### src/rtl/regbus_arbiter_pkg.sv
// Shared types for the two-master register-bus arbiter.
// FSM state encoding and master-index width.
package regbus_arbiter_pkg;

  localparam int MIDXW = 1;

  typedef enum logic [1:0] {
    ST_IDLE  = 2'd0,
    ST_ISSUE = 2'd1,
    ST_WAIT  = 2'd2
  } state_e;

endpackage

### src/rtl/regbus_arbiter_if.sv
// Register-bus bundle: two masters, one registered slave.
// master = requester/slave-model side, slave = arbiter side.
interface regbus_arbiter_if #(
  parameter int DATAW = 8,
  parameter int ADDRW = 8
);

  logic             i_m0_req;
  logic             i_m0_we;
  logic [ADDRW-1:0] i_m0_addr;
  logic [DATAW-1:0] i_m0_wdata;
  logic             o_m0_ack;
  logic [DATAW-1:0] o_m0_rdata;

  logic             i_m1_req;
  logic             i_m1_we;
  logic [ADDRW-1:0] i_m1_addr;
  logic [DATAW-1:0] i_m1_wdata;
  logic             o_m1_ack;
  logic [DATAW-1:0] o_m1_rdata;

  logic             o_s_we;
  logic [ADDRW-1:0] o_s_addr;
  logic [DATAW-1:0] o_s_wdata;
  logic [DATAW-1:0] i_s_rdata;

  logic             o_busy;

  modport master (
    output i_m0_req, i_m0_we, i_m0_addr, i_m0_wdata,
    input  o_m0_ack, o_m0_rdata,
    output i_m1_req, i_m1_we, i_m1_addr, i_m1_wdata,
    input  o_m1_ack, o_m1_rdata,
    input  o_s_we, o_s_addr, o_s_wdata,
    output i_s_rdata,
    input  o_busy
  );

  modport slave (
    input  i_m0_req, i_m0_we, i_m0_addr, i_m0_wdata,
    output o_m0_ack, o_m0_rdata,
    input  i_m1_req, i_m1_we, i_m1_addr, i_m1_wdata,
    output o_m1_ack, o_m1_rdata,
    output o_s_we, o_s_addr, o_s_wdata,
    input  i_s_rdata,
    output o_busy
  );

endinterface

### src/rtl/regbus_arbiter_rr_pick2.sv
// Two-request round-robin picker, purely combinational.
// On contention the master not granted last wins.
module rr_pick2
  import regbus_arbiter_pkg::*;
(
  input  logic [1:0]       i_req,
  input  logic [MIDXW-1:0] i_last,
  output logic             o_vld,
  output logic [MIDXW-1:0] o_idx
);

  // Single request wins; both requesting -> the other one
  always_comb begin
    o_vld = |i_req;
    o_idx = '0;
    unique case (1'b1)
      (i_req == 2'b11): o_idx = ~i_last;
      (i_req == 2'b10): o_idx = MIDXW'(1);
      default:          o_idx = '0;
    endcase
  end

endmodule

### src/rtl/regbus_arbiter.sv
// Two-master arbiter onto a registered register-file slave.
// One transaction per IDLE->ISSUE->WAIT round.
module regbus_arbiter
  import regbus_arbiter_pkg::*;
#(
  parameter int DATAW = 8,
  parameter int ADDRW = 8
) (
  input  logic             i_clk,
  input  logic             i_rst,
  regbus_arbiter_if.slave  bus
);

  state_e           state_q, state_d;
  logic [MIDXW-1:0] last_q, last_d;
  logic [MIDXW-1:0] gidx_q, gidx_d;
  logic             cmd_we_q, cmd_we_d;
  logic [ADDRW-1:0] cmd_addr_q, cmd_addr_d;
  logic [DATAW-1:0] cmd_wdata_q, cmd_wdata_d;
  logic             ack0_q, ack0_d;
  logic             ack1_q, ack1_d;
  logic [DATAW-1:0] rdata0_q, rdata0_d;
  logic [DATAW-1:0] rdata1_q, rdata1_d;

  logic [1:0]       req_m;
  logic             pick_vld;
  logic [MIDXW-1:0] pick_idx;

  // A master being acked this cycle sits out arbitration
  assign req_m = {bus.i_m1_req & ~ack1_q,
                  bus.i_m0_req & ~ack0_q};

  rr_pick2 u_pick (
    .i_req  (req_m),
    .i_last (last_q),
    .o_vld  (pick_vld),
    .o_idx  (pick_idx)
  );

  // Next-state, command latch and ack/rdata return
  always_comb begin
    state_d     = state_q;
    last_d      = last_q;
    gidx_d      = gidx_q;
    cmd_we_d    = cmd_we_q;
    cmd_addr_d  = cmd_addr_q;
    cmd_wdata_d = cmd_wdata_q;
    ack0_d      = 1'b0;
    ack1_d      = 1'b0;
    rdata0_d    = rdata0_q;
    rdata1_d    = rdata1_q;
    unique case (state_q)
      ST_IDLE: begin
        if (pick_vld) begin
          state_d = ST_ISSUE;
          gidx_d  = pick_idx;
          last_d  = pick_idx;
          if (pick_idx == MIDXW'(1)) begin
            cmd_we_d    = bus.i_m1_we;
            cmd_addr_d  = bus.i_m1_addr;
            cmd_wdata_d = bus.i_m1_wdata;
          end else begin
            cmd_we_d    = bus.i_m0_we;
            cmd_addr_d  = bus.i_m0_addr;
            cmd_wdata_d = bus.i_m0_wdata;
          end
        end
      end
      ST_ISSUE: state_d = ST_WAIT;
      ST_WAIT: begin
        state_d = ST_IDLE;
        if (gidx_q == MIDXW'(1)) begin
          ack1_d   = 1'b1;
          rdata1_d = bus.i_s_rdata;
        end else begin
          ack0_d   = 1'b1;
          rdata0_d = bus.i_s_rdata;
        end
      end
      default: state_d = ST_IDLE;
    endcase
  end

  // State and datapath registers, synchronous reset
  always_ff @(posedge i_clk) begin
    if (i_rst) begin
      state_q     <= ST_IDLE;
      last_q      <= MIDXW'(1);
      gidx_q      <= '0;
      cmd_we_q    <= 1'b0;
      cmd_addr_q  <= '0;
      cmd_wdata_q <= '0;
      ack0_q      <= 1'b0;
      ack1_q      <= 1'b0;
      rdata0_q    <= '0;
      rdata1_q    <= '0;
    end else begin
      state_q     <= state_d;
      last_q      <= last_d;
      gidx_q      <= gidx_d;
      cmd_we_q    <= cmd_we_d;
      cmd_addr_q  <= cmd_addr_d;
      cmd_wdata_q <= cmd_wdata_d;
      ack0_q      <= ack0_d;
      ack1_q      <= ack1_d;
      rdata0_q    <= rdata0_d;
      rdata1_q    <= rdata1_d;
    end
  end

  // Reset gates the write so an aborted ISSUE never lands
  assign bus.o_s_we     = (state_q == ST_ISSUE)
                        & cmd_we_q & ~i_rst;
  assign bus.o_s_addr   = cmd_addr_q;
  assign bus.o_s_wdata  = cmd_wdata_q;
  assign bus.o_m0_ack   = ack0_q;
  assign bus.o_m1_ack   = ack1_q;
  assign bus.o_m0_rdata = rdata0_q;
  assign bus.o_m1_rdata = rdata1_q;
  assign bus.o_busy     = (state_q != ST_IDLE);

endmodule

### src/flat_wrapper.sv
// flat-port wrapper written by rule: the top's interface ports become plain ports
module regbus_arbiter_flat import regbus_arbiter_pkg::*;
#(
  parameter int DATAW = 8,
  parameter int ADDRW = 8
)
  (i_clk, i_rst, bus_i_m0_req, bus_i_m0_we, bus_i_m0_addr, bus_i_m0_wdata, bus_o_m0_ack, bus_o_m0_rdata, bus_i_m1_req, bus_i_m1_we, bus_i_m1_addr, bus_i_m1_wdata, bus_o_m1_ack, bus_o_m1_rdata, bus_o_s_we, bus_o_s_addr, bus_o_s_wdata, bus_i_s_rdata, bus_o_busy);
  regbus_arbiter_if #(.DATAW(DATAW), .ADDRW(ADDRW)) bus_i ();
  input  logic i_clk;
  input  logic i_rst;
  input wire logic [$bits(bus_i.i_m0_req)-1:0] bus_i_m0_req;
  input wire logic [$bits(bus_i.i_m0_we)-1:0] bus_i_m0_we;
  input wire logic [$bits(bus_i.i_m0_addr)-1:0] bus_i_m0_addr;
  input wire logic [$bits(bus_i.i_m0_wdata)-1:0] bus_i_m0_wdata;
  output wire logic [$bits(bus_i.o_m0_ack)-1:0] bus_o_m0_ack;
  output wire logic [$bits(bus_i.o_m0_rdata)-1:0] bus_o_m0_rdata;
  input wire logic [$bits(bus_i.i_m1_req)-1:0] bus_i_m1_req;
  input wire logic [$bits(bus_i.i_m1_we)-1:0] bus_i_m1_we;
  input wire logic [$bits(bus_i.i_m1_addr)-1:0] bus_i_m1_addr;
  input wire logic [$bits(bus_i.i_m1_wdata)-1:0] bus_i_m1_wdata;
  output wire logic [$bits(bus_i.o_m1_ack)-1:0] bus_o_m1_ack;
  output wire logic [$bits(bus_i.o_m1_rdata)-1:0] bus_o_m1_rdata;
  output wire logic [$bits(bus_i.o_s_we)-1:0] bus_o_s_we;
  output wire logic [$bits(bus_i.o_s_addr)-1:0] bus_o_s_addr;
  output wire logic [$bits(bus_i.o_s_wdata)-1:0] bus_o_s_wdata;
  input wire logic [$bits(bus_i.i_s_rdata)-1:0] bus_i_s_rdata;
  output wire logic [$bits(bus_i.o_busy)-1:0] bus_o_busy;
  assign bus_i.i_m0_req = bus_i_m0_req;
  assign bus_i.i_m0_we = bus_i_m0_we;
  assign bus_i.i_m0_addr = bus_i_m0_addr;
  assign bus_i.i_m0_wdata = bus_i_m0_wdata;
  assign bus_o_m0_ack = bus_i.o_m0_ack;
  assign bus_o_m0_rdata = bus_i.o_m0_rdata;
  assign bus_i.i_m1_req = bus_i_m1_req;
  assign bus_i.i_m1_we = bus_i_m1_we;
  assign bus_i.i_m1_addr = bus_i_m1_addr;
  assign bus_i.i_m1_wdata = bus_i_m1_wdata;
  assign bus_o_m1_ack = bus_i.o_m1_ack;
  assign bus_o_m1_rdata = bus_i.o_m1_rdata;
  assign bus_o_s_we = bus_i.o_s_we;
  assign bus_o_s_addr = bus_i.o_s_addr;
  assign bus_o_s_wdata = bus_i.o_s_wdata;
  assign bus_i.i_s_rdata = bus_i_s_rdata;
  assign bus_o_busy = bus_i.o_busy;
  regbus_arbiter #(.DATAW(DATAW), .ADDRW(ADDRW)) u_core (.i_clk(i_clk), .i_rst(i_rst), .bus(bus_i));
endmodule
### config.mk
export PLATFORM = sky130hd
export DESIGN_NAME = regbus_arbiter_flat
export DESIGN_NICKNAME = d
export VERILOG_FILES = /design/src/rtl/regbus_arbiter_pkg.sv /design/src/rtl/regbus_arbiter_if.sv /design/src/rtl/regbus_arbiter_rr_pick2.sv /design/src/rtl/regbus_arbiter.sv /design/src/flat_wrapper.sv
export SDC_FILE = /design/constraint.sdc
export NUM_CORES = 1
export LEC_CHECK = 0
export ABC_AREA = 1
export ABC_CLOCK_PERIOD_IN_PS = 3500
export CAP_MARGIN = 20
export CORE_MARGIN = 2
export CORE_UTILIZATION = 46
export CTS_BUF_LIST = sky130_fd_sc_hd__clkbuf_2
export DETAILED_ROUTE_END_ITERATION = 8
export HOLD_SLACK_MARGIN = 0.06
export PLACE_DENSITY = 0.95
export SYNTH_ARGS = -nofsm -noshare
export SYNTH_HDL_FRONTEND = slang
export SYNTH_HIERARCHICAL = 1
export SYNTH_SLANG_ARGS = --single-unit
export TNS_END_PERCENT = 100
### constraint.sdc
create_clock -name i_clk -period 3.5 [get_ports i_clk]
set_input_delay 0.35 -clock i_clk [delete_from_list [all_inputs] [get_ports i_clk]]
set_output_delay 0.35 -clock i_clk [all_outputs]
set_load 0.01 [all_outputs]
==> reports/results.txt, run 1 <==
The run finished with clean final reports. The die outline width was 66.3 um; the number of hold buffers added after cts was 0. The Yosys step of the flow raised 6 warnings. The floorplan step set the die height to 66.3 um. Fraction of the cycle the final worst path needs: 0.653. Post-CTS timing repair inserted 0 buffers for setup. In this run the tool buffered the top-level ports with 81 buffer cells.

The run gives 0.438 as the post-synthesis sequential area ratio. Walking the worst path, the cells encountered are clkdlybuf4s50_1, nor4_1, clkdlybuf4s50_1. The flip-flop and latch count after synthesis is 39, and the number of detailed-routing iterations run before antenna repair is 4.

The logs give 0.483 for the initial core utilization and 0 for the antenna violation net count after detailed routing. Critical setup path kind: input pin to primary output. Across the run, the number of max-cap violations was 0.

The pin count of the biggest net entering global routing came out at 38. The post-synthesis instance area is 1780 sq um. The number of pins exceeding their max-slew limit in the final report is 0.

The shortest clock period the worst path allows after layout was 2.28 ns. For this block, the initial DRC count from the detailed router was 122. Routability-driven placement finished with a final weighted congestion of 0.765. The number of I/O pins came out at 82. Clock transition time at the flip-flop clock pins of the worst setup and hold paths: 0.20 ns. Cell with the largest stage delay on the worst path: sky130_fd_sc_hd__clkdlybuf4s50_1. The clock latency on the worst-skew pair was 0.39 ns. In this run the critical register-to-register path is captured at u_core/bus.o_s_addr[5]$_SDFFE_PP0P_.

The logs give 1.93 ns for the data arrival time of the critical path and 2 for the level count of the clock H-tree. For the worst path required time, the log shows 3.15 ns. In this run the power density over the cells is 364 nW/um^2. Static timing analysis puts the maximum clock frequency at 438 MHz. Using the TritonRoute via totals, the vias-per-cell ratio works out to 4.58.

Largest stage delay on the critical path: 0.65 ns. The maximum number of buffers from clock root to sink is 2. The initialized floorplan defines 22 standard-cell rows. 0 antenna diodes ended up in the layout. Setup repair after global routing left no endpoint under its margin. Proportion of layout cells with a drive suffix above 1: 0.0367. The first global-routing pass estimated 7150 um of wire. Once detailed placement completed, the half-perimeter wirelength came to 3110 um. Leaving out fill and tap cells, the most frequent cell in the layout is sky130_fd_sc_hd__clkdlybuf4s50_1. TritonCTS created 5 clock buffers. Leaving out fill and tap cells, the most frequent cells in the layout are sky130_fd_sc_hd__clkdlybuf4s50_1, sky130_fd_sc_hd__nand2_1, sky130_fd_sc_hd__nor2_1, sky130_fd_sc_hd__inv_1, sky130_fd_sc_hd__dfxtp_1.

The number of buffers and inverters on the critical path is 2. Across all register-to-register paths, the minimum setup slack is 1.81 ns. The run gives 4110 um as the sum of routed wire length over all layers. The total number of vias is 1843. STA classifies the critical path startpoint as an input pin. The total area inside the core boundary comes to 3690 sq um. The number of instances in the synthesized netlist came out at 278.

Counting distinct cell types in the post-synthesis netlist gives 20. After routing, the total negative slack on setup checks comes to 0 ns. After synthesis, the mean cell area works out to 6.41 sq um. Setup violations remaining at the end of the flow were counted as 0. The path with the worst hold slack has its endpoint at u_core/bus.o_m1_rdata[7]$_SDFFE_PP0P_. TritonCTS built the clock tree. The number of hold violations in the final report came out at 0.

Cell family contributing the most delay on the critical path: buffers and inverters. The tools report the remaining max-slew budget at the tightest pin as 0.518. The cell leakage power is 1.20 nW. After detailed routing, the number of remaining DRC violations is 0. The hold path startpoint was u_core/bus.o_m1_rdata[7]$_SDFFE_PP0P_.

The min-delay analysis places its worst path in the category register to register. The count of nets after finishing is 399, and the largest driver fanout on the critical path is 15. After detailed routing, the average wire length per cell comes to 10.2 um. The worst setup path is captured at a primary output.

Launch point of the worst reg-to-reg path: u_core/bus.o_m1_ack$_SDFF_PP0_. At the pin with the least slew margin, the transition time is 0.719 ns. When the netlist entered floorplanning its net count stood at 324.

The tools report the floorplan die area as 4390 sq um. The critical path's most frequent cell was sky130_fd_sc_hd__clkdlybuf4s50_1. The area added between synthesis and finish was 47.6%. Cell at the root of the clock tree: sky130_fd_sc_hd__clkbuf_2.

The total overflow left after global routing is 0. For the final clock skew, the log shows 0.0250 ns. For the number of global-route vias before repair, the log shows 1750. CTS saw 39 sinks. The number of cells on the worst reg-to-reg path is 8.

For the total routing usage reported by global routing, the log shows 0.209. In this run, post-CTS repair resized a total of 0 instances. The number of instances on the worst hold path was 2.

The final standard cell count with taps included and fillers excluded was 402. The number of antenna violations at the first check in global routing came out at 0. Total placed cells including tap cells: 394. IR analysis of the VDD net gives a maximum drop of 178 uV.
==> worst max-delay path by stage <==
| stage | depth (start not counted) | from | endpoint | slack (ns) |
|---|---|---|---|---|
| 2_1_floorplan | 2 | u_core/state_q[1]$_SDFFE_PP0P_ | bus_o_s_we | 2.20 |
| 3_3_place_gp | 3 | i_rst | bus_o_s_we | 1.21 |
| 3_5_place_dp | 4 | i_rst | u_core/bus.o_s_addr[6]$_SDFFE_PP0P_ | 1.19 |
| 4_1_cts | 3 | i_rst | bus_o_s_we | 1.21 |
| 5_1_grt | 3 | i_rst | bus_o_s_we | 1.11 |
| 6_report | 3 | i_rst | bus_o_s_we | 1.22 |
==> flip-flops by register name (all words and copies together) (netlist names) <==
register,count
u_core/bus.o_m1_rdata,8
u_core/bus.o_s_addr,8
u_core/bus.o_m0_ack,1
u_core/bus.o_m1_ack,1
u_core/state_q,2
u_core/bus.o_s_wdata,8
u_core/gidx_q,1
u_core/bus.o_m0_rdata,8
u_core/last_q,1
u_core/cmd_we_q,1
==> area by class of cell <==
type                    count  area [sq um]
fillers                   327          1060
repair buffers             82           818
flip-flops and latches     39           781
multi-input cells         176           744
inverters                  49           184
well taps                  48          60.1
clock buffers               5          25.0
clock inverters             3          20.0
==> Yosys cell counts, drive strengths merged <==
| master | n | area share |
|---|---|---|
| buf | 13 | 0.041 |
| nand4 | 8 | 0.028 |
| clkbuf | 1 | 0.0021 |
| a21oi | 10 | 0.028 |
| nor3 | 1 | 0.0028 |
| clkinv | 1 | 0.0021 |
| nor2 | 56 | 0.12 |
| nand3 | 4 | 0.014 |
| inv | 48 | 0.10 |
| nand2 | 78 | 0.17 |
| o21ai | 17 | 0.048 |
| nor4 | 1 | 0.0035 |
| or2 | 1 | 0.0035 |
| dfxtp | 39 | 0.44 |
==> metrics by stage <==
stage	util	hold slack [ns]	cell area (sq um)	setup WS, ns	power [mW]
floorplan	-	0.419	1780	2.20	0.645
global placement	0.701	0.453	2590	1.21	0.766
detailed placement	0.701	0.462	2590	1.19	0.774
CTS	0.714	0.486	2630	1.21	0.971
global route	0.714	0.509	2630	1.11	1.03
finish	0.714	0.480	2630	1.22	0.958
==> cell families (layout without fill, tap and decap cells) <==
| logic type | count (synthesis) | in the layout | share of synthesized area |
|---|---|---|---|
| AND/OR/NAND/NOR | 149 | 149 | 0.340 |
| flip-flops | 39 | 39 | 0.438 |
| buffers and inverters | 63 | 139 | 0.147 |
| AO/OA/AOI/OAI | 27 | 27 | 0.0758 |
==> per-layer routing <==
layer / up-vias / share of wire / routed length, um / track usage
li1: 978 / - / - / -
met1: 798 / 0.40 / 1650 / 0.221
met2: 65 / 0.50 / 2070 / 0.386
met3: 2 / 0.089 / 366 / 0.0647
met4: 0 / 0.0046 / 19 / 0.0765
met5: - / 0 / 0 / 0
==> power by group <==
group / switching (mW) / internal [mW]
clock network: 0.148 / 0.0474
registers: 0.0212 / 0.480
logic: 0.125 / 0.137
total: 0.294 / 0.664
==> worst reg2reg max path, delay by kind of cell (launching register included) <==
family                 cells  cell delay (ns)
flip-flops                 1             0.36
buffers and inverters      2             0.38
AO/OA/AOI/OAI              2             0.56
AND/OR/NAND/NOR            4             0.35
Power figures use the tool's default switching activity.
==> run 2: changes to the inputs <==
--- a/config.mk
+++ b/config.mk
@@ -6,14 +6,14 @@
 export NUM_CORES = 1
 export LEC_CHECK = 0
 export ABC_AREA = 1
-export ABC_CLOCK_PERIOD_IN_PS = 3500
+export ABC_CLOCK_PERIOD_IN_PS = 2100
 export CAP_MARGIN = 20
 export CORE_MARGIN = 2
-export CORE_UTILIZATION = 46
+export CORE_UTILIZATION = 38
 export CTS_BUF_LIST = sky130_fd_sc_hd__clkbuf_2
 export DETAILED_ROUTE_END_ITERATION = 8
 export HOLD_SLACK_MARGIN = 0.06
-export PLACE_DENSITY = 0.95
+export PLACE_DENSITY = 0.88
 export SYNTH_ARGS = -nofsm -noshare
 export SYNTH_HDL_FRONTEND = slang
 export SYNTH_HIERARCHICAL = 1
==> constraint.sdc (replaced) <==
create_clock -name i_clk -period 2.1 [get_ports i_clk]
set_input_delay 0.21 -clock i_clk [delete_from_list [all_inputs] [get_ports i_clk]]
set_output_delay 0.21 -clock i_clk [all_outputs]
set_load 0.01 [all_outputs]
==> run 2 against run 1 <==
Effect of this change:
- register-to-register slack got worse by 1.0 ns
- setup slack worse by 1.0 ns
- sequential power is 67% higher
- clock power up 130%
- sequential share of layout area fell by 0.74 points
- routed wire length up 3.6%
- cell count grew 2.2%
- clock skew decreased by 0.0082 ns
- power up 81%
- count of clock-buffer cells in the layout unchanged
- cell area grew 2.7%
- die area up 20%
- largest cell class unchanged
- largest power group unchanged
==> reports/results.txt, run 2 (synthesis results as in run 1) <==
The floorplan die area was 5260 sq um; the number of instances on the worst hold path was 3. After detailed routing, the average wire length per cell comes to 10.4 um. The number of CTS-inserted buffers was 5; the placement row count was 24. The total half-perimeter wirelength after legalization and detailed placement was 3200 um. The root buffer cell chosen for the clock tree is sky130_fd_sc_hd__clkbuf_2. The first detailed-routing pass took 4 iterations. The count of buffers added on input and output ports is 81.

The count of endpoints failing setup in the final report is 0. TritonCTS built the clock tree. The worst path needs 1.92 ns of the cycle, external delays included. For the pin with the worst max-slew slack, the measured transition is 0.360 ns.

For the initial core utilization, the log shows 0.401. The number of antenna violations at the first check in global routing was 0. The proportion of layout cells with a drive suffix above 1 is 0.0557, and the total global routing overflow is 0. The worst register-to-register path has a depth of 5. Power spread over the standard cell area amounts to 640 nW/um^2. The most frequent standard cell in the layout excluding fill and tap cells was sky130_fd_sc_hd__clkdlybuf4s50_1. The multi-input combinational cells in the finished layout cover a total of 744 sq um. The tool flagged a number of max-cap violations equal to 0. Between clock sinks in the finished design, the worst skew comes to 0.0168 ns.

Among cell families on the critical path, the largest total delay comes from buffers and inverters. The remaining max-slew budget at the tightest pin was 0.760. Entering global routing, the biggest net connects 38 pins. In this run the number of H-tree levels came out at 2. After detailed placement, the design holds a cell count of 402.

Together, buffers and inverters on the worst path number 2. The filler cells instantiated in the layout total 423. The area used by sequential logic in the layout was 782 sq um. The critical path is of the register to primary output type.

The number of global-route vias before repair was 1686. After detailed routing, the number of remaining DRC violations is 0. The number of hold buffers added after cts came out at 0.

The repair_antennas step left the layout with diodes totalling 0. The logs give 0 for the number of pins exceeding their max-slew limit in the final report and 1873 for the total number of vias. The number of gates on the worst path with buffers counted is 3, and the fmax is 522 MHz. The core region is 4440 sq um. The die is 72.5 um tall. After the last flow step, the layout net total stands at 404. Dividing the detail-routed via count by the number of cells gives 4.56. The path class of the tightest hold or removal check is input pin to register.

Setup repair after global routing left no endpoint under its margin. The tightest hold path in the finished design has a slack of 0.438 ns. Data on the critical path is required at its endpoint by 1.89 ns. The largest stage delay on the critical path came out at 0.58 ns. In the layout the commonest cells are sky130_fd_sc_hd__clkdlybuf4s50_1, sky130_fd_sc_hd__nand2_1, sky130_fd_sc_hd__nor2_1, sky130_fd_sc_hd__inv_1, sky130_fd_sc_hd__dfxtp_1.

For the highest ir drop seen on vdd, the log shows 373 uV. The area growth from synthesis to layout is 51.6%. The clock transition time at the flip-flop clock pins of the worst setup and hold paths is 0.20 ns, and the setup TNS after final layout is 0 ns. The iteration-0 DRC count of the detailed router is 118, and the total routing usage reported by global routing is 0.170. The logs give 0 for the number of hold violations in the final report and 0.812 for the final RePlAce weighted congestion. Walking the worst path, the cells encountered are clkinvlp_4, nor4_1, clkdlybuf4s50_1. The slowest stage of the critical path belongs to the cell sky130_fd_sc_hd__clkdlybuf4s50_1. The count of nets left with antenna violations once routing finished came out at 0. Pin placement for this block handled 82 I/O pins.

Die outline width: 72.5 um. The category of the worst setup path launch point was a register. The clock latency on the worst-skew pair was 0.38 ns; the data arrival time of the critical path was 1.71 ns. The fraction of the cycle the final worst path needs came out at 0.913. The first global-routing pass estimated 7090 um of wire. Once layout is complete, the cells apart from fillers number 411. For flop-to-flop paths, the worst setup slack is 0.77 ns. In this run the worst path has a maximum fanout of 3. The clock passes through at most 2 buffers. The flow ran to the end, and the final reports show no timing, DRC or antenna violations.

In this run the static leakage power is 1.24 nW. Kind of end point of the critical path: a primary output. The run gives 39 as the total number of clock tree sinks. The run gives 4260 um as the sum of routed wire length over all layers.
## run 2: layout make-up
class | count | area share
timing repair buffer | 87 | 0.317
sequential | 39 | 0.289
multi-input combinational | 176 | 0.275
inverter | 49 | 0.0694
tap | 52 | 0.0241
clock inverter | 3 | 0.0162
clock buffer | 5 | 0.00925
## run 2: final timing paths
check / to / startpoint
setup / recovery: bus_o_s_we / u_core/state_q[0]$_SDFFE_PP0P_
hold reg to reg: u_core/bus.o_m1_rdata[0]$_SDFFE_PP0P_ / u_core/bus.o_m1_rdata[0]$_SDFFE_PP0P_
hold / removal: u_core/bus.o_m0_rdata[7]$_SDFFE_PP0P_ / bus_i_s_rdata[7]
setup reg to reg: u_core/bus.o_m1_rdata[4]$_SDFFE_PP0P_ / u_core/state_q[0]$_SDFFE_PP0P_
## run 2: power breakdown
| part | total [mW] | switching, mW | internal [mW] |
|---|---|---|---|
| Clock | 0.448 | 0.246 | 0.202 |
| Sequential | 0.837 | 0.0373 | 0.800 |
| Combinational | 0.447 | 0.210 | 0.237 |
| Total | 1.73 | 0.493 | 1.24 |
## run 2: metrics by stage
stage / total power, mW / setup WS (ns) / instance area [sq um] / utilization
final: 1.73 / 0.183 / 2700 / 0.608
after floorplan: 1.08 / 0.876 / 1780 / -
after global routing: 1.84 / 0.0343 / 2700 / 0.608
after global placement: 1.29 / 0.423 / 2620 / 0.590
after CTS: 1.75 / 0.0731 / 2690 / 0.606
after detailed placement: 1.30 / 0.410 / 2620 / 0.590
## run 2: tightest hold or removal path, delay by kind of cell
kind | cells | cell delay (ns)
AND/OR/NAND/NOR | 2 | 0.17
buffers and inverters | 1 | 0.43
## run 2: metal layers
| metal | vias up | wire length [um] | GRT usage |
|---|---|---|---|
| met4 | 0 | 49 | 0.0597 |
| met1 | 806 | 1760 | 0.187 |
| met3 | 6 | 428 | 0.0722 |
| met2 | 76 | 2010 | 0.295 |
| met5 | - | 0 | 0 |
| li1 | 985 | - | - |
## run 2: what timing repair did
| action | CTS | global route |
|---|---|---|
| buffers inserted | 0 | 1 |
| hold endpoints to repair | 0 | 0 |
| endpoints found under the setup margin | 0 | 2 |
| resized for setup | 0 | 2 |
